### src/rtl/fetch_pkg.sv
// -----------------------------------------------------------------------------
// fetch_pkg
// Shared types and constants for the fetch-stage MDR sequencer.
//   fetch_state_e    : the eight sequencer states
//   INST_W           : width of the external instruction MDR
//   DEFAULT_*        : default address width, PC step and timeout
//   is_mem_pending() : true in the states that drive mem_req
// -----------------------------------------------------------------------------
package fetch_pkg;

    localparam int INST_W          = 68;
    localparam int DEFAULT_ADDR_W  = 32;
    localparam int DEFAULT_PC_STEP = 4;
    localparam int DEFAULT_TIMEOUT = 15;

    typedef enum logic [2:0] {
        ST_IDLE  = 3'd0,
        ST_REQ   = 3'd1,
        ST_WAIT  = 3'd2,
        ST_LOAD  = 3'd3,
        ST_READ  = 3'd4,
        ST_VALID = 3'd5,
        ST_DRAIN = 3'd6,
        ST_FAULT = 3'd7
    } fetch_state_e;

    // The read request is held from issue until the acknowledge arrives.
    function automatic logic is_mem_pending(input fetch_state_e st);
        return (st == ST_REQ) || (st == ST_WAIT);
    endfunction

endpackage

### src/rtl/mdr_fetch_ctrl_if.sv
// -----------------------------------------------------------------------------
// mdr_fetch_ctrl_if
// Bus bundle between the fetch sequencer and its memory / MDR / decode peers.
//   mem_req, mem_addr   : instruction-memory read request and address
//   mem_ack             : memory data valid
//   MDR_wr, MDR_rd      : MDR capture / output-load strobes
//   inst_valid, pc_out  : instruction offered to decode and its PC
//   inst_ready          : decode accepts
// master = the sequencer, slave = the surrounding memory/MDR/decode side.
// -----------------------------------------------------------------------------
interface mdr_fetch_ctrl_if #(
    parameter int ADDR_W = fetch_pkg::DEFAULT_ADDR_W
) ();

    logic              mem_req;
    logic [ADDR_W-1:0] mem_addr;
    logic              mem_ack;
    logic              MDR_wr;
    logic              MDR_rd;
    logic              inst_valid;
    logic              inst_ready;
    logic [ADDR_W-1:0] pc_out;

    modport master (
        output mem_req, mem_addr, MDR_wr, MDR_rd, inst_valid, pc_out,
        input  mem_ack, inst_ready
    );

    modport slave (
        input  mem_req, mem_addr, MDR_wr, MDR_rd, inst_valid, pc_out,
        output mem_ack, inst_ready
    );

endinterface

### src/rtl/fetch_timeout_cnt.sv
// -----------------------------------------------------------------------------
// fetch_timeout_cnt
// 8-bit saturating wait-cycle counter for the memory acknowledge.
//   clk, rst_n : clock, asynchronous active-low reset
//   clr_i      : restart the count at zero
//   inc_i      : one more cycle spent waiting
//   hit_o      : this cycle's increment brings the count to TIMEOUT
// -----------------------------------------------------------------------------
module fetch_timeout_cnt #(
    parameter int TIMEOUT = fetch_pkg::DEFAULT_TIMEOUT
) (
    input  logic clk,
    input  logic rst_n,
    input  logic clr_i,
    input  logic inc_i,
    output logic hit_o
);

    logic [7:0] count_q;

    // Wait-cycle count register; saturates so a long drain never wraps.
    always_ff @(posedge clk or negedge rst_n) begin
        if (!rst_n) begin
            count_q <= 8'd0;
        end else if (clr_i) begin
            count_q <= 8'd0;
        end else if (inc_i && (count_q != 8'hFF)) begin
            count_q <= count_q + 8'd1;
        end else begin
            count_q <= count_q;
        end
    end

    // Expiry on the cycle that completes the TIMEOUT-th wait cycle; the
    // >= keeps expiry reachable if the count already passed TIMEOUT.
    always_comb begin
        if (inc_i && (({1'b0, count_q} + 9'd1) >= 9'(TIMEOUT))) begin
            hit_o = 1'b1;
        end else begin
            hit_o = 1'b0;
        end
    end

endmodule

### src/rtl/mdr_fetch_ctrl.sv
// -----------------------------------------------------------------------------
// mdr_fetch_ctrl
// Fetch-stage sequencer for the 68-bit instruction MDR: reads memory at pc,
// strobes the MDR capture then output-load, offers the instruction to decode
// over valid/ready and advances pc. Supports branch-redirect flush and a
// sticky memory-timeout fault.
//   clk, rst_n  : clock, asynchronous active-low reset
//   enable      : permit new fetches
//   flush       : redirect pulse, flush_pc is the new pc
//   fault       : sticky timeout flag (cleared only by flush)
//   busy        : sequencer not idle
//   bus         : memory / MDR / decode bundle (master side)
// -----------------------------------------------------------------------------
module mdr_fetch_ctrl
    import fetch_pkg::*;
#(
    parameter int                ADDR_W   = DEFAULT_ADDR_W,
    parameter int                PC_STEP  = DEFAULT_PC_STEP,
    parameter logic [ADDR_W-1:0] RESET_PC = {ADDR_W{1'b0}},
    parameter int                TIMEOUT  = DEFAULT_TIMEOUT
) (
    input  logic              clk,
    input  logic              rst_n,
    input  logic              enable,
    input  logic              flush,
    input  logic [ADDR_W-1:0] flush_pc,
    output logic              fault,
    output logic              busy,
    mdr_fetch_ctrl_if.master  bus
);

    fetch_state_e      state_q, state_d;
    logic [ADDR_W-1:0] pc_q, pc_d;
    logic              cnt_clr_s;
    logic              cnt_inc_s;
    logic              cnt_hit_s;
    logic              mem_req_s;
    logic              mdr_wr_s;
    logic              mdr_rd_s;
    logic              inst_valid_s;
    logic              fault_s;
    logic              busy_s;

    fetch_timeout_cnt #(
        .TIMEOUT (TIMEOUT)
    ) u_timeout (
        .clk   (clk),
        .rst_n (rst_n),
        .clr_i (cnt_clr_s),
        .inc_i (cnt_inc_s),
        .hit_o (cnt_hit_s)
    );

    // State register.
    always_ff @(posedge clk or negedge rst_n) begin
        if (!rst_n) begin
            state_q <= ST_IDLE;
        end else begin
            state_q <= state_d;
        end
    end

    // Program counter register.
    always_ff @(posedge clk or negedge rst_n) begin
        if (!rst_n) begin
            pc_q <= RESET_PC;
        end else begin
            pc_q <= pc_d;
        end
    end

    // Next-state, next-pc and timeout-counter control.
    always_comb begin
        state_d   = state_q;
        pc_d      = pc_q;
        cnt_clr_s = 1'b0;
        cnt_inc_s = 1'b0;

        // Issuing a request restarts the wait count.
        if (state_q == ST_REQ) begin
            cnt_clr_s = 1'b1;
        end else begin
            cnt_clr_s = 1'b0;
        end

        // Any cycle spent waiting for an acknowledge counts, draining included.
        if (((state_q == ST_WAIT) || (state_q == ST_DRAIN)) && !bus.mem_ack) begin
            cnt_inc_s = 1'b1;
        end else begin
            cnt_inc_s = 1'b0;
        end

        if (flush) begin
            pc_d = flush_pc;
            // A request still outstanding must be drained so that at most one
            // read is ever in flight; an ack arriving now is simply dropped.
            if ((state_q == ST_WAIT) && !bus.mem_ack) begin
                state_d = ST_DRAIN;
            end else begin
                state_d = ST_IDLE;
            end
        end else begin
            case (state_q)
                ST_IDLE: begin
                    if (enable) begin
                        state_d = ST_REQ;
                    end else begin
                        state_d = ST_IDLE;
                    end
                end
                ST_REQ: begin
                    state_d = ST_WAIT;
                end
                ST_WAIT: begin
                    if (bus.mem_ack) begin
                        state_d = ST_LOAD;
                    end else if (cnt_hit_s) begin
                        state_d = ST_FAULT;
                    end else begin
                        state_d = ST_WAIT;
                    end
                end
                ST_LOAD: begin
                    state_d = ST_READ;
                end
                ST_READ: begin
                    state_d = ST_VALID;
                end
                ST_VALID: begin
                    if (bus.inst_ready) begin
                        pc_d = pc_q + ADDR_W'(PC_STEP);
                        if (enable) begin
                            state_d = ST_REQ;
                        end else begin
                            state_d = ST_IDLE;
                        end
                    end else begin
                        state_d = ST_VALID;
                    end
                end
                ST_DRAIN: begin
                    // Expiry here is silent: the flush already abandoned this read.
                    if (bus.mem_ack || cnt_hit_s) begin
                        state_d = ST_IDLE;
                    end else begin
                        state_d = ST_DRAIN;
                    end
                end
                ST_FAULT: begin
                    state_d = ST_FAULT;
                end
                default: begin
                    state_d = ST_IDLE;
                end
            endcase
        end
    end

    // Output decode: every output is a function of the state and pc registers.
    always_comb begin
        mem_req_s    = is_mem_pending(state_q);
        mdr_wr_s     = (state_q == ST_LOAD);
        mdr_rd_s     = (state_q == ST_READ);
        inst_valid_s = (state_q == ST_VALID);
        fault_s      = (state_q == ST_FAULT);
        busy_s       = (state_q != ST_IDLE);
    end

    assign bus.mem_req    = mem_req_s;
    assign bus.mem_addr   = pc_q;
    assign bus.MDR_wr     = mdr_wr_s;
    assign bus.MDR_rd     = mdr_rd_s;
    assign bus.inst_valid = inst_valid_s;
    assign bus.pc_out     = pc_q;
    assign fault          = fault_s;
    assign busy           = busy_s;

endmodule

### src/flat_wrapper.sv
// flat-port wrapper written by rule: the top's interface ports become plain ports
module mdr_fetch_ctrl_flat import fetch_pkg::*;
#(
    parameter int                ADDR_W   = DEFAULT_ADDR_W,
    parameter int                PC_STEP  = DEFAULT_PC_STEP,
    parameter logic [ADDR_W-1:0] RESET_PC = {ADDR_W{1'b0}},
    parameter int                TIMEOUT  = DEFAULT_TIMEOUT
)
  (clk, rst_n, enable, flush, flush_pc, fault, busy, bus_mem_req, bus_mem_addr, bus_MDR_wr, bus_MDR_rd, bus_inst_valid, bus_pc_out, bus_mem_ack, bus_inst_ready);
  mdr_fetch_ctrl_if #(.ADDR_W(ADDR_W)) bus_i ();
  input  logic clk;
  input  logic rst_n;
  input  logic enable;
  input  logic flush;
  input  logic [ADDR_W-1:0] flush_pc;
  output logic fault;
  output logic busy;
  output wire logic [$bits(bus_i.mem_req)-1:0] bus_mem_req;
  output wire logic [$bits(bus_i.mem_addr)-1:0] bus_mem_addr;
  output wire logic [$bits(bus_i.MDR_wr)-1:0] bus_MDR_wr;
  output wire logic [$bits(bus_i.MDR_rd)-1:0] bus_MDR_rd;
  output wire logic [$bits(bus_i.inst_valid)-1:0] bus_inst_valid;
  output wire logic [$bits(bus_i.pc_out)-1:0] bus_pc_out;
  input wire logic [$bits(bus_i.mem_ack)-1:0] bus_mem_ack;
  input wire logic [$bits(bus_i.inst_ready)-1:0] bus_inst_ready;
  assign bus_mem_req = bus_i.mem_req;
  assign bus_mem_addr = bus_i.mem_addr;
  assign bus_MDR_wr = bus_i.MDR_wr;
  assign bus_MDR_rd = bus_i.MDR_rd;
  assign bus_inst_valid = bus_i.inst_valid;
  assign bus_pc_out = bus_i.pc_out;
  assign bus_i.mem_ack = bus_mem_ack;
  assign bus_i.inst_ready = bus_inst_ready;
  mdr_fetch_ctrl #(.ADDR_W(ADDR_W), .PC_STEP(PC_STEP), .RESET_PC(RESET_PC), .TIMEOUT(TIMEOUT)) u_core (.clk(clk), .rst_n(rst_n), .enable(enable), .flush(flush), .flush_pc(flush_pc), .fault(fault), .busy(busy), .bus(bus_i));
endmodule
### config.mk
export PLATFORM = sky130hd
export DESIGN_NAME = mdr_fetch_ctrl_flat
export DESIGN_NICKNAME = d
export VERILOG_FILES = /design/src/rtl/fetch_pkg.sv /design/src/rtl/mdr_fetch_ctrl_if.sv /design/src/rtl/fetch_timeout_cnt.sv /design/src/rtl/mdr_fetch_ctrl.sv /design/src/flat_wrapper.sv
export SDC_FILE = /design/constraint.sdc
export NUM_CORES = 1
export LEC_CHECK = 0
export CAP_MARGIN = 20
export CELL_PAD_IN_SITES_DETAIL_PLACEMENT = 1
export CELL_PAD_IN_SITES_GLOBAL_PLACEMENT = 1
export CORE_MARGIN = 5
export CORE_UTILIZATION = 30
export CTS_CLUSTER_DIAMETER = 30
export DETAILED_ROUTE_END_ITERATION = 7
export DONT_BUFFER_PORTS = 1
export PLACE_DENSITY_LB_ADDON = 0.1
export SETUP_SLACK_MARGIN = 0.15
export SLEW_MARGIN = 25
export SYNTH_ARGS = -nofsm -noshare
export SYNTH_HDL_FRONTEND = slang
export SYNTH_SLANG_ARGS = --single-unit
### constraint.sdc
create_clock -name clk -period 1.9 [get_ports clk]
set_input_delay 0.19 -clock clk [delete_from_list [all_inputs] [get_ports clk]]
set_output_delay 0.19 -clock clk [all_outputs]
set_load 0.02 [all_outputs]
# Word-level counts from Yosys, hierarchy flattened
# Index checks and enable logic that the tools add are counted.
# word_totals
mem_count,0
out_inout_bits,70
rom_bits,0
inputBits,38
latch_bits,0
mem_bits_rw,0
reg_bits,43
# classes
n_eq_ne,8
bitwise_logic,0
n_mux,16
add_sub_neg,3
n_mul,0
n_shift,0
magnitude_cmp,1
div_mod_pow,0
reduce_logical,14
# ops
operator,count
$mux 32,3
$add 32x3->32 const B,1
$pmux 3 s8,1
$mux 3,6
$mux 8,2
$eq 3x3->1 const B,4
$add 8x1->9 const B,1
$ge 9x4->1 const B,1
$add 8x1->8 const B,1
$ne 8x8->1 const B,1
$eq 3x2->1 const B,2
$reduce_bool 2->1,3
$logic_and 1x1->1,4
$mux 1,4
$eq 3x1->1 const B,1
$logic_not 3->1,1
$logic_or 1x1->1,3
$reduce_bool 3->1,1
$reduce_and 2->1,1
$logic_not 1->1,1

# Depth between registers and ports, before layout
# logic_depth
ltp_word,10
mapped_depth,7
ltp_nobuf,7

# Modules after synthesis
# From an unflattened synthesis, not the netlist that was laid out.
# unflattened
hier_cells,334
hier_area_um2,2904.0
# by_module_without_submodules
module,area_each_um2,cells_each,seq_area_each_um2,n_inst
mdr_fetch_ctrl,2382.3,273,875.8,1
fetch_timeout_cnt,521.8,61,200.2,1

# Worst setup path after synthesis
# Ideal clock, no wire load.
# synth_path
kind,register to register
startpoint,"register u_core.pc_q[7], in the netlist u_core.bus.mem_addr[7]"
endpoint,"register u_core.pc_q[28], in the netlist u_core.bus.mem_addr[28]"
path_stages_with_launch,7
n_path_buf,1
slack_ps,-165
t_arrival_ps,1940
synth_period_minus_slack_ps,2065
setup_ps,125
path_cell_list,dfrtp_1 -> nand4_1 -> or4_1 -> buf_4 -> nor4_2 -> xor2_1 -> mux2_2
# synth_via
elab_chain_cells,4
# synth_lines
item,line,source
start: declaration,mdr_fetch_ctrl.sv:33,"logic [ADDR_W-1:0] pc_q, pc_d;"
start signal: assignment,mdr_fetch_ctrl.sv:68,pc_q <= pc_d;
$add 32x3->32,mdr_fetch_ctrl.sv:131,pc_d = pc_q + ADDR_W'(PC_STEP);
$mux 32,mdr_fetch_ctrl.sv:130,if (bus.inst_ready) begin
$mux 32,mdr_fetch_ctrl.sv:103,case (state_q)
$mux 32,mdr_fetch_ctrl.sv:93,if (flush) begin
# No other way between the ends. The select of a mux whose other input is x is not followed.
# A chain may end at the register's enable or synchronous reset.

# Worst setup path in the final report
# layout_path
startpoint,register u_core.state_q[1]
endpoint,"register u_core.pc_q[28], in the netlist u_core.bus.mem_addr[28]"
# layout_via
elab_chain_cells,3
# layout_lines
item,line,source
start: declaration,mdr_fetch_ctrl.sv:32,"fetch_state_e state_q, state_d;"
start signal: assignment,mdr_fetch_ctrl.sv:59,state_q <= state_d;
$eq 3x3->1,mdr_fetch_ctrl.sv:103,
$reduce_bool 2->1 (no line),-,
$reduce_and 2->1 (no line),-,
# No other way between the ends.

==> impl_metrics.json <==
{
  "finish.utilization_pct": 36.09,
  "p_leak_uw": 0.001405,
  "worstMarginPinSlew_ps": 570.7,
  "min_path_type": "input port to register",
  "multi_input_area_sq_um": 1642,
  "drtIter0Drc": 46,
  "diodes": 0,
  "cts.path.max_buffers": 2,
  "violations": "hold timing, setup timing",
  "slowest_stage": "or4_4",
  "synth-seq-cells": 43,
  "finalInstanceArea_sq_um": 3478,
  "timing.final.ws_setup_ps": -53.00,
  "crit_path_cell_trace": "nand4b_1 -> or4_4 -> buf_12 -> nor4_4 -> xor2_1 -> mux2_2",
  "drv_slew": 0,
  "grt_pass1_vias": 2577,
  "p_per_area_nw_per_um2": 859.6,
  "cts_buffers": 5,
  "fin_crit_ps": 1953,
  "rows": 36,
  "worst-path-buf-inv": 1,
  "wirelength_microns": 8109,
  "core_sq_um": 9639,
  "dpl_worst_slack_ps": -123.5,
  "synth.distinct_cells": 46,
  "fillCellCount": 1144,
  "fmax_mhz": 512.0,
  "postSynthCellCount": 333,
  "clock_sinks": 43,
  "drc": 0,
  "clk_pin_slew_ps": 90,
  "dieArea_sq_um": 11780,
  "placed_cell_area_sq_um": 3169,
  "antenna_found_initial": 0,
  "cp_top_family": "simple AND/OR/NAND/NOR gates",
  "ir_worst_vdd_uv": 555.4,
  "ys_seq_area_share_pct": 36.96,
  "cts_max_level": 2,
  "critPathLaunchType": "register",
  "synthArstFlopShare_pct": 100.0,
  "ys_warn_count": 0,
  "cp-end-kind": "register",
  "final-hold-violation-count": 11,
  "syn_nets": 374,
  "die_w_microns": 108.5,
  "path_max_fanout": 13,
  "fin_worst_skew_ps": 6.322,
  "yosys_most_used_dff": "dfrtp_1",
  "status": "complete, but fails checks",
  "period_share_pct": 102.8,
  "regArea_sq_um": 1096,
  "vias_per_cell": 4.960,
  "first_pass_iters": 4,
  "worstPathRequired_ps": 2080,
  "antenna_left": 0,
  "syn_avg_cell_area_sq_um": 8.743,
  "nets": 386,
  "wl_per_cell_microns": 16.93,
  "grt_max_degree": 67,
  "setup_viol": 8,
  "vias": 2376,
  "hold_ws_ps": -28.61,
  "hold_buffers": 2,
  "overflow": 0,
  "synth_edf_count": 0,
  "max-cap-violations": 0,
  "worst-path-stages": 6,
  "drive_gt1_share_pct": 32.66,
  "start_util_pct": 30.21,
  "clock_latency_ps": 290,
  "path_class": "register to register",
  "gr-usage-all-layers_pct": 14.31,
  "rr_worst_depth": 6,
  "worst_path_largest_cell_delay_ps": 550,
  "area_delta_synth_final_pct": 19.47,
  "gp_congestion": 0.7405,
  "cts_root_buffer": "clkbuf_8",
  "grt_pass1_wl_microns": 13300,
  "rsz0062_at_grt": "yes",
  "crit_arrival_ps": 2130,
  "fp.dieH_microns": 108.5,
  "numPortBuffers": 0,
  "pin_count": 108,
  "syn_area_sq_um": 2912,
  "dp_hpwl_microns": 5875,
  "cts_tree": "done",
  "slew_headroom_pct": 61.86,
  "whs_path_depth": 1
}
stage by stage:
step	std cells	total power (uW)	setup TNS, ps
finish	479	2990	-206.9
global route	479	3193	-1166
CTS	479	2977	-432.9
detailed placement	466	2236	-884.1
global placement	466	2226	-286.3
floorplan	333	1954	0
cells by family after synthesis:
kind of cell    count (synthesis)  share of synthesized area (%)
flops                          43                          36.96
simple gates                  133                          26.39
compound gates                 60                          11.82
xor+xnor                       32                          9.626
fa+ha+maj                       3                          1.289
buf+inv                        56                          11.73
mux                             6                          2.192
flip-flops by register name (all words and copies together), names as in the netlist:
signal                    cells
u_core.u_timeout.count_q      8
u_core.state_q                3
u_core.bus.mem_addr          32
where the power goes:
group	internal [uW]	total (uW)	switching, uW
combinational	469	1190	724
clock	333	660	327
sequential	1030	1140	110
total	1830	2990	1160
timing repair:
| item | in CTS | in global routing |
|---|---|---|
| gates resized for setup | 16 | 18 |
| pin swaps | 6 | 7 |
| endpoints found under the setup margin | 21 | 28 |
| setup buffers | 3 | 0 |
| endpoints found under the hold margin | 67 | 23 |
cell type report:
| class | instances | area share (%) |
|---|---|---|
| well taps | 133 | 4.784 |
| multi-input cells | 234 | 47.19 |
| inverters | 7 | 0.7554 |
| clock buffers | 8 | 2.878 |
| flip-flops and latches | 43 | 31.51 |
| repair buffers | 54 | 12.88 |
cells in the mapped netlist (2+ instances only):
| cell | count | share of area (%) |
|---|---|---|
| nand4b_1 | 2 | 0.60 |
| clkbuf_1 | 15 | 1.9 |
| nor2b_1 | 2 | 0.43 |
| o31ai_1 | 3 | 0.77 |
| a211oi_1 | 2 | 0.52 |
| a31oi_1 | 3 | 0.64 |
| and2_1 | 5 | 1.1 |
| xnor2_1 | 24 | 7.2 |
| mux2_2 | 3 | 1.2 |
| dfrtp_1 | 43 | 37 |
| nand2_1 | 42 | 5.4 |
| inv_1 | 6 | 0.77 |
| nor3_2 | 8 | 2.8 |
| a21oi_1 | 2 | 0.34 |
| nor2_1 | 18 | 2.3 |
| nor3b_1 | 2 | 0.52 |
| buf_4 | 33 | 8.5 |
| nand2b_1 | 2 | 0.43 |
| mux2i_1 | 3 | 1.0 |
| o21ai_0 | 19 | 3.3 |
| nor4_2 | 6 | 2.6 |
| nand4_1 | 12 | 2.6 |
| o21ai_1 | 22 | 3.8 |
| nor3_1 | 2 | 0.34 |
| nand3b_1 | 4 | 1.0 |
| xor2_1 | 8 | 2.4 |
| and3_1 | 9 | 1.9 |
| ha_1 | 3 | 1.3 |
| nand3_1 | 13 | 2.2 |
layout by cell type, fill, tap and decap left out, types with 4 or more instances in the layout:
cell type	count
buf_4	49
nand4_1	12
xor2_1	8
o21ai_0	17
nand3b_1	4
clkbuf_8	7
xnor2_1	23
nor3_2	6
nand2_1	42
and3_1	7
dfrtp_2	16
nor2_1	14
nor4_4	5
and2_1	4
o21ai_1	22
nand3_1	13
inv_1	6
dfrtp_1	27
metal layers:
| layer | track usage, % | vias up | part of all wire [%] |
|---|---|---|---|
| li1 | - | 1148 | - |
| met1 | 18.38 | 1159 | 44 |
| met4 | 3.156 | 0 | 1.2 |
| met2 | 23.70 | 61 | 48 |
| met5 | 0 | - | 0 |
| met3 | 4.299 | 8 | 6.4 |
worst paths after layout:
kind	start	endpoint	slack, ps
setup / recovery	u_core.state_q[1]	u_core.bus.mem_addr[28]	-50
hold / removal	flush	u_core.bus.mem_addr[16]	-30
setup reg to reg	u_core.state_q[1]	u_core.bus.mem_addr[28]	-50
hold reg to reg	u_core.u_timeout.count_q[3]	u_core.u_timeout.count_q[3]	550
max in group asynchronous	rst_n	u_core.bus.mem_addr[15]	1220
min in group asynchronous	rst_n	u_core.bus.mem_addr[25]	450
Power figures use the tool's default switching activity.
